### src/rtl/arbitro_multiplexador.sv
// Round-robin arbiter for the shared 4:1 byte multiplexer of the Nrisc datapath.
// Each grant is capped at MAX_CICLOS transfers; releases regrant on the same edge.
module arbitro_multiplexador #(
  parameter int unsigned MAX_CICLOS = 4,
  parameter int unsigned LARGURA    = 8
) (
  input  logic               clock,
  input  logic               reset_n,
  input  logic [3:0]         pedido,
  input  logic [LARGURA-1:0] entrada1,
  input  logic [LARGURA-1:0] entrada2,
  input  logic [LARGURA-1:0] entrada3,
  input  logic [LARGURA-1:0] entrada4,
  output logic [3:0]         concessao,
  output logic [1:0]         selecao,
  output logic [LARGURA-1:0] saida,
  output logic               valido,
  output logic               ocupado
);

  localparam int unsigned CW     = 4;
  localparam logic [CW-1:0] LIMITE = CW'(MAX_CICLOS - 1);

  typedef enum logic {OCIOSO, CONCEDIDO} estado_t;

  estado_t            estado, estado_n;
  logic [1:0]         ultimo, ultimo_n;
  logic [CW-1:0]      contador, contador_n;
  logic [3:0]         concessao_n;
  logic [1:0]         selecao_n;
  logic [LARGURA-1:0] saida_n;
  logic               valido_n;
  logic               ocupado_n;

  logic [LARGURA-1:0] dado_sel_c;
  logic               transf_c;
  logic [3:0]         pedido_lib_c;
  logic [2:0]         arb_ocioso_c;
  logic [2:0]         arb_lib_c;

  // Returns {found, index}; search starts after ult and wraps, ult itself last.
  function automatic logic [2:0] arbitra(input logic [3:0] req, input logic [1:0] ult);
    logic [2:0] r;
    logic [1:0] idx;
    r = 3'b000;
    for (int k = 4; k >= 1; k--) begin
      idx = 2'(ult + 2'(k));
      if (req[idx]) r = {1'b1, idx};
    end
    return r;
  endfunction

  // Datapath multiplexer encoding: 00->entrada1 .. 11->entrada4
  always_comb begin
    dado_sel_c = entrada1;
    case (selecao)
      2'd0: dado_sel_c = entrada1;
      2'd1: dado_sel_c = entrada2;
      2'd2: dado_sel_c = entrada3;
      2'd3: dado_sel_c = entrada4;
      default: dado_sel_c = entrada1;
    endcase
  end

  assign transf_c     = pedido[selecao];
  // A requester that dropped its request is excluded from the regrant.
  assign pedido_lib_c = transf_c ? pedido : (pedido & ~(4'b0001 << selecao));
  assign arb_ocioso_c = arbitra(pedido, ultimo);
  assign arb_lib_c    = arbitra(pedido_lib_c, selecao);

  always_ff @(posedge clock or negedge reset_n) begin
    if (!reset_n) begin
      estado    <= OCIOSO;
      ultimo    <= 2'd3;
      contador  <= '0;
      concessao <= 4'b0000;
      selecao   <= 2'd0;
      saida     <= '0;
      valido    <= 1'b0;
      ocupado   <= 1'b0;
    end else begin
      estado    <= estado_n;
      ultimo    <= ultimo_n;
      contador  <= contador_n;
      concessao <= concessao_n;
      selecao   <= selecao_n;
      saida     <= saida_n;
      valido    <= valido_n;
      ocupado   <= ocupado_n;
    end
  end

  always_comb begin
    estado_n    = estado;
    ultimo_n    = ultimo;
    contador_n  = contador;
    concessao_n = concessao;
    selecao_n   = selecao;
    saida_n     = saida;
    valido_n    = 1'b0;
    ocupado_n   = ocupado;

    case (estado)
      OCIOSO: begin
        concessao_n = 4'b0000;
        ocupado_n   = 1'b0;
        contador_n  = '0;
        if (arb_ocioso_c[2]) begin
          concessao_n = 4'b0001 << arb_ocioso_c[1:0];
          selecao_n   = arb_ocioso_c[1:0];
          ocupado_n   = 1'b1;
          estado_n    = CONCEDIDO;
        end
      end
      CONCEDIDO: begin
        if (transf_c) begin
          saida_n    = dado_sel_c;
          valido_n   = 1'b1;
          contador_n = contador + CW'(1);
        end
        // Release on dropped request or after the last allowed transfer.
        if (!transf_c || contador == LIMITE) begin
          ultimo_n   = selecao;
          contador_n = '0;
          if (arb_lib_c[2]) begin
            concessao_n = 4'b0001 << arb_lib_c[1:0];
            selecao_n   = arb_lib_c[1:0];
            ocupado_n   = 1'b1;
          end else begin
            concessao_n = 4'b0000;
            ocupado_n   = 1'b0;
            estado_n    = OCIOSO;
          end
        end
      end
      default: estado_n = OCIOSO;
    endcase
  end

endmodule

### config.mk
export PLATFORM = sky130hd
export DESIGN_NAME = arbitro_multiplexador
export DESIGN_NICKNAME = d
export VERILOG_FILES = /design/src/rtl/arbitro_multiplexador.sv
export SDC_FILE = /design/constraint.sdc
export NUM_CORES = 1
export LEC_CHECK = 0
export CAP_MARGIN = 30
export CORE_MARGIN = 4
export CORE_UTILIZATION = 45
export CTS_CLUSTER_DIAMETER = 120
export CTS_CLUSTER_SIZE = 30
export DETAILED_ROUTE_END_ITERATION = 12
export GPL_ROUTABILITY_DRIVEN = 0
export GPL_TIMING_DRIVEN = 0
export PLACE_DENSITY = 0.82
export SLEW_MARGIN = 25
export SYNTH_ARGS = -nofsm -noshare
export SYNTH_HDL_FRONTEND = slang
export SYNTH_SLANG_ARGS = --single-unit
### constraint.sdc
create_clock -name clock -period 2.63 [get_ports clock]
set_clock_uncertainty 0.05 [all_clocks]
set_input_delay 0.526 -clock clock [delete_from_list [all_inputs] [get_ports clock]]
set_output_delay 0.526 -clock clock [all_outputs]
set_load 0.02 [all_outputs]
Word-level counts from Yosys, hierarchy flattened
Cells that the tools add are included.

Add/sub/neg operators: 7. Shift operators: 3. $lt $le $gt $ge: 8. Bitwise logic cells: 3. Equality and inequality tests: 8. Multiplexer cells: 47. Reductions and logical operators: 6.

Operators with widths (number): case mux 8 bit (4 select lines) (1); < comparator 2 x 3 -> 1 bit (second input constant) (8); 2-to-1 mux 3 bit (8); 2-to-1 mux 4 bit (6); binary-select mux 1 bit (select 2 bit) (9); case mux 4 bit (2 select lines) (2); 2-to-1 mux 1 bit (15); left shift 1 x 2 -> 4 bit (first input constant) (3); adder 2 bit (second input constant) (4); 2-to-1 mux 2 bit (3); adder 2 x 1 -> 2 bit (second input constant) (2); adder 4 x 1 -> 4 bit (second input constant) (1); AND 4 bit (1); == test 2 bit (second input constant) (2); == test 4 x 2 -> 1 bit (second input constant) (1); inequality test 2 x 1 -> 1 bit (second input constant) (2); inverter 4 bit (1); case mux 1 bit (2 select lines) (2); case mux 2 bit (2 select lines) (1); AND reduction 2 bit (2); inequality test 3 x 1 -> 1 bit (second input constant) (1); AND reduction 3 bit (1); == test 2 x 1 -> 1 bit (second input constant) (1); zero test 2 bit (1); other kinds (4) (4).

Output and inout bits: 16. Flip-flop bits (word level): 23.

Longest topological paths before layout
Gate-level depths: netlist of the first run.

Word-level depth: 14. Depth in mapped cells: 10. Mapped depth without buffers: 8.

Worst setup path after synthesis of the first run
Ideal clock, no wire load.

Kind: reg2reg. Start: register selecao[1]. End: register concessao[2]. Path buffers: 2. Setup time: 126 ps. Data required time: 2454 ps. Data arrival time: 2379 ps. Slack: 75 ps. Cell stages (with the launch flop): 10. Path through: dfrtp_1 buf_4 inv_1 ha_1 clkbuf_1 a221oi_2 nor3_1 a311o_1 o21a_1 a221o_1.

Cells in the longest elaborated chain, start to end: 14. Elaborated cells on any way between the ends: 28.

Ends and longest elaborated chain: start, declared (RTL line 15) `output logic [1:0] selecao,`; start signal, assigned (RTL line 86) `selecao <= selecao_n;`; parallel branches: the longest is 14 deep, another holds 2-to-1 mux 4 bit; end signal, assigned (RTL line 85) `concessao <= concessao_n;`; end, declared (RTL line 14) `output logic [3:0] concessao,`.

Several ways; the timed one is not identified. The select of a mux whose other input is x is not followed. A chain may end at the register's enable or synchronous reset.

Worst setup path after layout of the first run
Ends and elaborated chain as after synthesis.

==> summary.md, run 1 <==
| Metric | Value |
|---|---|
| Largest family of logic cells by synthesized area | compound AO/OA/AOI/OAI gates |
| Synthesized area | 1567 sq um |
| Adder-cell share of the synthesized area | 3.994% |
| N_diodes | 0 |
| Crit path DAT | 2.73 ns |
| Routed Antenna Nets | 0 |
| Sequential share of the synthesized area | 36.90% |
| FP Rows | 21 |
| Seq pwr share | 25.5% |
| CP Max Fanout | 10 |
| Reg2reg start | selecao[1] |
| Core Region | 3337 sq um |
| XOR/XNOR Fraction of Synth Area | 1.118% |
| Worst VDD drop | 510.2 uV |
| Leak | 0.9197 nW |
| Hold Crit Depth | 1 |
| Initial detailed-routing violation count | 111 |
| Dpl hpwl | 3344 um |
| Synth Area in Simple Gates | 20.61% |
| Top cells by area, synth | dfrtp_1 34%, a222oi_1 5.1%, a21oi_1 4.5% |
| Yosys reg bits | 23 |
| Global-route wire length before repair | 7003 um |
| Count leader, synth | dfrtp_1 |
| Hold Path End | contador[0] |
| Starting density of the core | 46.94% |
| Hold_sp | contador[0] |
| CTS H-tree depth | 1 |
| Flop2flop setup slack | 0.06 ns |
| CP cell instances | buf_6 > clkinvlp_4 > ha_1 > clkbuf_4 > a221oi_4 > nor3_1 > a311o_1 > o21a_1 > a221o_1 |
| Gate power share | 67.8% |
| Main flop type after synthesis | dfrtp_1 |
| Worst-path clk slew | 0.13 ns |
| CTS tree | done |
| CP peak stage delay | 0.43 ns |
| Synth Area in Compound Gates | 27.72% |
| Final min period | 2.570 ns |
| Critical Path RT | 2.79 ns |
| Mux contribution to synthesized area | 3.994% |
| PnR worst setup slack | 0.06001 ns |
| Slew margin rel. | 64.63% |
| Place WS | -0.1529 ns |
| Reg2reg end | concessao[2] |
| Dpl cells | 276 |
| Final worst-path cycle share | 97.72% |
| Asr flop ratio synth | 100.0% |
| Clock sinks | 23 |
| Worst slew pin tran | 0.5305 ns |
| MaxCap Viol Count | 0 |
| Num ports | 54 |
| Avg Inst Size Synth | 8.703 sq um |
| PD cells | 1096 nW/um^2 |
| Largest area contributor in the netlist | dfrtp_1 |
| Post-synth EDFFs | 0 |
| Status | finished clean |
| Buf+Inv Stages, Crit Path | 3 |
| Longest Clk Path Bufs | 2 |
| Root buffer cell | clkbuf_4 |
| Nets | 283 |
| Die Wd | 67 um |
| Highest-delay cell along the critical path | dfrtp_2 |
| Final Power | 0.002451 W |
| Post-synth top area share | 33.55% |
| Worst-Skew Late Latency | 0.31 ns |
| Yosys warnings | 0 |
| Vias in the first global route | 1,461 |
| Vias per cell | 5.832 |
| Drt drc | 0 |
| Overflow after GRT | 0 |
| Via count | 1,662 |
| Top delay family on crit path | compound AO/OA/AOI/OAI gates |
| Area grow syn2layout | 42.73% |
| Worst setup SP type | flop |
| Final Hold Violating Endpoints | 0 |
| Die area | 4489 sq um |
| CTS Buf Count | 3 |
| Count of endpoints failing setup in the final report | 0 |
| Largest net degree at the start of global routing | 14 |
| GRT Total Usage | 20.16% |
| Synth cell types | 48 |
| FMAX | 0.3891 GHz |
| Initial antenna violation count | 0 |
| Worst r2r path cells | 9 |
| Int Pwr | 0.001323 W |
| Post-Route WL | 4504 um |
| Mapped Nets | 223 |
| Clk pwr share | 6.6% |
| Crit path kind | flop to flop |
| Top post-synthesis cells by count | 21 x dfrtp_1, 17 x nor2_1, 16 x nand2_1 |
| Crit end category | flop |
| Switching Share | 46.04% |
| Die H | 67 um |
| I/O Buffers | 49 |
| Cells after Synth | 180 |
| Net switching power | 0.001129 W |
| Layout cell share with drive strength beyond 1 | 14.64% |
| Avg WL per Cell | 15.80 um |
| Slew Viols, Final | 0 |
| HP Class | flop to flop |
| Drt first pass iters | 4 |
| Fin cells | 285 |
[kinds of logic after synthesis]
family	Yosys count
mux	5
buf+inv	18
fa+ha+maj	5
compound gates	61
simple gates	66
xor+xnor	2
flops	23
[flip-flops by register name (all words and copies together) (netlist names)]
register,cells
contador,4
valido,1
selecao,2
concessao,4
saida,8
ocupado,1
ultimo,2
estado,1
[worst max path at each step]
stage | from | to | cells past startpoint
final | selecao[1] | concessao[2] | 9
after global routing | selecao[1] | concessao[2] | 9
after CTS | selecao[1] | selecao[0] | 9
after detailed placement | selecao[1] | concessao[2] | 9
after global placement | selecao[1] | concessao[2] | 9
after floorplan | selecao[1] | concessao[2] | 9
[layer usage]
metal,up-vias,track usage (%),wire length (um)
met5,-,0,0
met4,0,3.544,27
met3,4,4.216,497
met2,78,32.76,2022
met1,786,27.73,1957
li1,794,-,-
[power groups by stage]
stage | registers [W] | logic (W) | clock network [W]
floorplan | 0.000741 | 0.000917 | 0
global placement | 0.000627 | 0.00153 | 0
detailed placement | 0.000635 | 0.00154 | 0
CTS | 0.000626 | 0.00158 | 0.000167
global route | 0.000648 | 0.00182 | 0.000182
finish | 0.000626 | 0.00166 | 0.000162
[per-stage QoR]
step	util [%]	hold slack, ns	cell area [sq um]	TNS [ns]
final	67.00	0.4228	2236	0
after global routing	67.00	0.4451	2236	-0.03127
after CTS	65.35	0.4259	2181	-0.03305
after detailed placement	63.82	0.4085	2130	-0.4613
after global placement	63.37	0.4058	2115	-0.3249
after floorplan	-	0.1804	1567	0
[cell type report]
cell class / count / area [sq um]
sequential: 23 / 580.6
multi-input combinational: 139 / 922.1
clock inverter: 1 / 5.005
fill: 290 / 1101
buffer: 11 / 71.32
clock buffer: 3 / 22.52
timing repair buffer: 56 / 550.5
tap: 46 / 57.56
inverter: 6 / 26.28
[layout by cell type, fill, tap and decap left out, types with 2 or more instances in the layout]
cell             instances
buf_2                    2
a21o_1                   2
clkdlybuf4s50_1         49
a222oi_1                 8
mux2i_1                  4
dfrtp_1                 19
dfrtp_2                  2
nand2b_1                 2
inv_1                    4
or3_1                    2
o221ai_1                 2
and2_1                   3
o21ai_1                  2
o21a_1                   2
nor3_1                   6
ha_1                     5
nand2_1                 16
nor2b_1                  5
o21ai_0                 14
buf_6                    2
dfstp_2                  2
a221o_1                  2
clkbuf_1                 3
a21oi_1                 14
clkbuf_4                 4
buf_4                    8
nor2_1                  17
nand3_1                  9
[what timing repair did]
| action | 4_1_cts | 5_1_grt |
|---|---|---|
| endpoints found under the setup margin | 6 | 8 |
| buffers inserted | 1 | 5 |
| hold buffers | 0 | 0 |
| gates cloned | 0 | 0 |
| resized for setup | 4 | 7 |
| pin swaps | 1 | 2 |
(Power assumes the default switching activity.)
==> run 2: changes to the inputs <==
--- a/config.mk
+++ b/config.mk
@@ -7,13 +7,13 @@
 export LEC_CHECK = 0
 export CAP_MARGIN = 30
 export CORE_MARGIN = 4
-export CORE_UTILIZATION = 45
-export CTS_CLUSTER_DIAMETER = 120
+export CORE_UTILIZATION = 48
+export CTS_CLUSTER_DIAMETER = 40
 export CTS_CLUSTER_SIZE = 30
 export DETAILED_ROUTE_END_ITERATION = 12
 export GPL_ROUTABILITY_DRIVEN = 0
 export GPL_TIMING_DRIVEN = 0
-export PLACE_DENSITY = 0.82
+export PLACE_DENSITY = 0.86
 export SLEW_MARGIN = 25
 export SYNTH_ARGS = -nofsm -noshare
 export SYNTH_HDL_FRONTEND = slang
==> constraint.sdc (replaced) <==
create_clock -name clock -period 3.14 [get_ports clock]
set_clock_uncertainty 0.05 [all_clocks]
set_input_delay 0.628 -clock clock [delete_from_list [all_inputs] [get_ports clock]]
set_output_delay 0.628 -clock clock [all_outputs]
set_load 0.02 [all_outputs]
==> run 2 against run 1 <==
Clock-buffer cell count stayed put. Sequential power is 17% lower. Critical path depth stayed put. Sequential cell count stayed put. Routed wire length is 6.1% lower.
==> summary.md, run 2 (synthesis results as in run 1) <==
| Metric | Value |
|---|---|
| RSZ-0062 raised after global routing | false |
| Longest Clk Path Bufs | 2 (unchanged) |
| Nets | 277 (-2.1%) |
| Clock sinks | 23 (unchanged) |
| Root buffer cell | clkbuf_4 |
| Crit path kind | flop to flop |
| CP Max Fanout | 10 (unchanged) |
| MaxCap Viol Count | 0 (unchanged) |
| Worst-path clk slew | 0.13 ns (about the same) |
| Starting density of the core | 50.89% (+4.0 points) |
| Final instance area | 2135 sq um (-4.5%) |
| Largest net degree at the start of global routing | 24 (+10) |
| Post-Route WL | 4228 um (-6.1%) |
| Status | finished clean |
| M2 GR Usage | 35.25% (+2.5 points) |
| CTS H-tree depth | 1 (unchanged) |
| Crit path DAT | 3.00 ns (+0.27 ns) |
| Avg WL per Cell | 15.26 um (-3.4%) |
| Largest Register | saida |
| CTS Buf Count | 3 (unchanged) |
| FP Rows | 20 (-4.8%) |
| Initial detailed-routing violation count | 185 (+67%) |
| Area grow syn2layout | 36.26% |
| Final min period | 2.790 ns (+0.2203 ns) |
| N_diodes | 0 (unchanged) |
| Final worst-path cycle share | 88.86% (-8.9 points) |
| Initial antenna violation count | 0 (unchanged) |
| Drt drc | 0 (unchanged) |
| Commonest cells after routing, fill and taps aside | 48 x clkdlybuf4s50_1, 21 x dfrtp_1, 17 x nor2_1 |
| Routed Antenna Nets | 0 (unchanged) |
| I/O Buffers | 49 (unchanged) |
| Dpl hpwl | 3196 um (-4.4%) |
| Layout cell share with drive strength beyond 1 | 9.442% (-5.2 points) |
| Largest register FFs | 8 (unchanged) |
| Leak | 0.8823 nW (-4.1%) |
| Core Region | 3078 sq um (-7.8%) |
| GRT Total Usage | 20.80% (+0.64 points) |
| HP Class | input pin to asynchronous set/reset pin |
| Highest-delay cell along the critical path | dfrtp_1 |
| Worst VDD drop | 483.8 uV (-5.2%) |
| Num ports | 54 (unchanged) |
| Vias per cell | 5.765 (-1.1%) |
| CP peak stage delay | 0.48 ns (+0.05 ns) |
| FMAX | 0.3584 GHz (-7.9%) |
| Largest regs | saida: 8 flops, concessao: 4 flops, contador: 4 flops |
| CTS tree | done |
| Final Hold Violating Endpoints | 0 (unchanged) |
| Setup crit start | selecao[1] |
| Critical Path RT | 3.35 ns (+0.56 ns) |
| Buf+Inv Stages, Crit Path | 3 (unchanged) |
| Worst-Skew Late Latency | 0.31 ns (about the same) |
| Top delay family on crit path | compound AO/OA/AOI/OAI gates |
| Die Wd | 65.13 um (-2.8%) |
| Postcts setup bufs | 0 (-1) |
| Slew Viols, Final | 0 (unchanged) |
| Die area | 4241 sq um (-5.5%) |
| GR Layer Usage met3 | 4.957% (+0.74 points) |
| Crit end category | flop |
| CP cell instances | buf_4 > inv_1 > ha_1 > clkbuf_1 > a221oi_2 > nor3_1 > a311o_1 > a211oi_1 > a221o_1 |
| PD cells | 912.3 nW/um^2 (-17%) |
| Count of endpoints failing setup in the final report | 0 (unchanged) |
| Slew margin rel. | 67.04% (+2.4 points) |
| # resized after CTS | 0 (-4) |
| Placed cell area | 2112 sq um (-0.82%) |
| Met1 global-route usage | 27.24% (-0.49 points) |
| Overflow after GRT | 0 (unchanged) |
| Reg2reg start | selecao[1] |
| Vias in the first global route | 1,527 (+4.5%) |
| Drt first pass iters | 6 (+2) |
| Most common cell after layout, fill and taps aside | clkdlybuf4s50_1 |
| Hold_buf cts | 0 (unchanged) |
| Die H | 65.13 um (-2.8%) |
| Worst setup SP type | flop |
| Worst slew pin tran | 0.4945 ns (-0.03608 ns) |
| Via count | 1,597 (-3.9%) |
| Global-route wire length before repair | 7038 um (+0.50%) |
| Most Crowded Layer GR | met2 |
| Setup TNS | 0 ns (unchanged) |
## run 2: changes by cell type in the layout (fill, tap and decap cells not counted), sizes merged
cell and delta:
buf -6, clkinvlp -1, inv +1, clkdlybuf4s50 -1, clkbuf +1
## run 2: final cells by class
type,count,area (sq um)
Buffer,12,66.31
Clock buffer,3,22.52
Clock inverter,1,5.005
Fill cell,266,943.4
Inverter,6,22.52
Multi-Input combinational cell,139,899.6
Sequential cell,23,578.1
Tap cell,44,55.05
Timing Repair Buffer,49,485.5
## run 2: metrics by stage
step           setup WS [ns]  hold WS (ns)  power (W)  std cells  util (%)
2_1_floorplan         0.5850        0.2824   0.001389        180         -
3_3_place_gp          0.4124        0.4042   0.001791        273     68.62
3_5_place_dp          0.3954        0.4046   0.001811        273     68.62
4_1_cts               0.3711        0.4220   0.001953        277     69.51
5_1_grt               0.1187        0.2195   0.002123        277     69.35
6_report              0.3497        0.2038   0.001947        277     69.35
## run 2: per-layer routing
metal  up-vias  share of wire [%]
met5         -                  0
met4         0               0.45
met3         4                8.9
met2        74                 46
met1       747                 44
li1        772                  -
## run 2: worst reg2reg max path: stages, from the launching register on
cell      delay, ns
dfrtp_1        0.48
buf_4          0.22
inv_1          0.14
ha_1           0.22
clkbuf_1       0.23
a221oi_2       0.44
nor3_1         0.08
a311o_1        0.33
a211oi_1       0.36
a221o_1        0.21
## run 2: final timing paths
check,slack [ns],endpoint,cells past startpoint
worst max register to register,0.35,concessao[0],9
worst max-delay path,0.35,concessao[0],9
worst min-delay path,0.20,saida[2],1
worst min register to register,0.42,contador[0],1
max in group asynchronous,2.48,ultimo[1],1
min in group clock,0.42,contador[0],1
## run 2: power by group
part           switching, W  internal, W  total (W)
combinational      0.000718     0.000569    0.00129
sequential        0.0000940     0.000427   0.000521
clock             0.0000913    0.0000477   0.000139
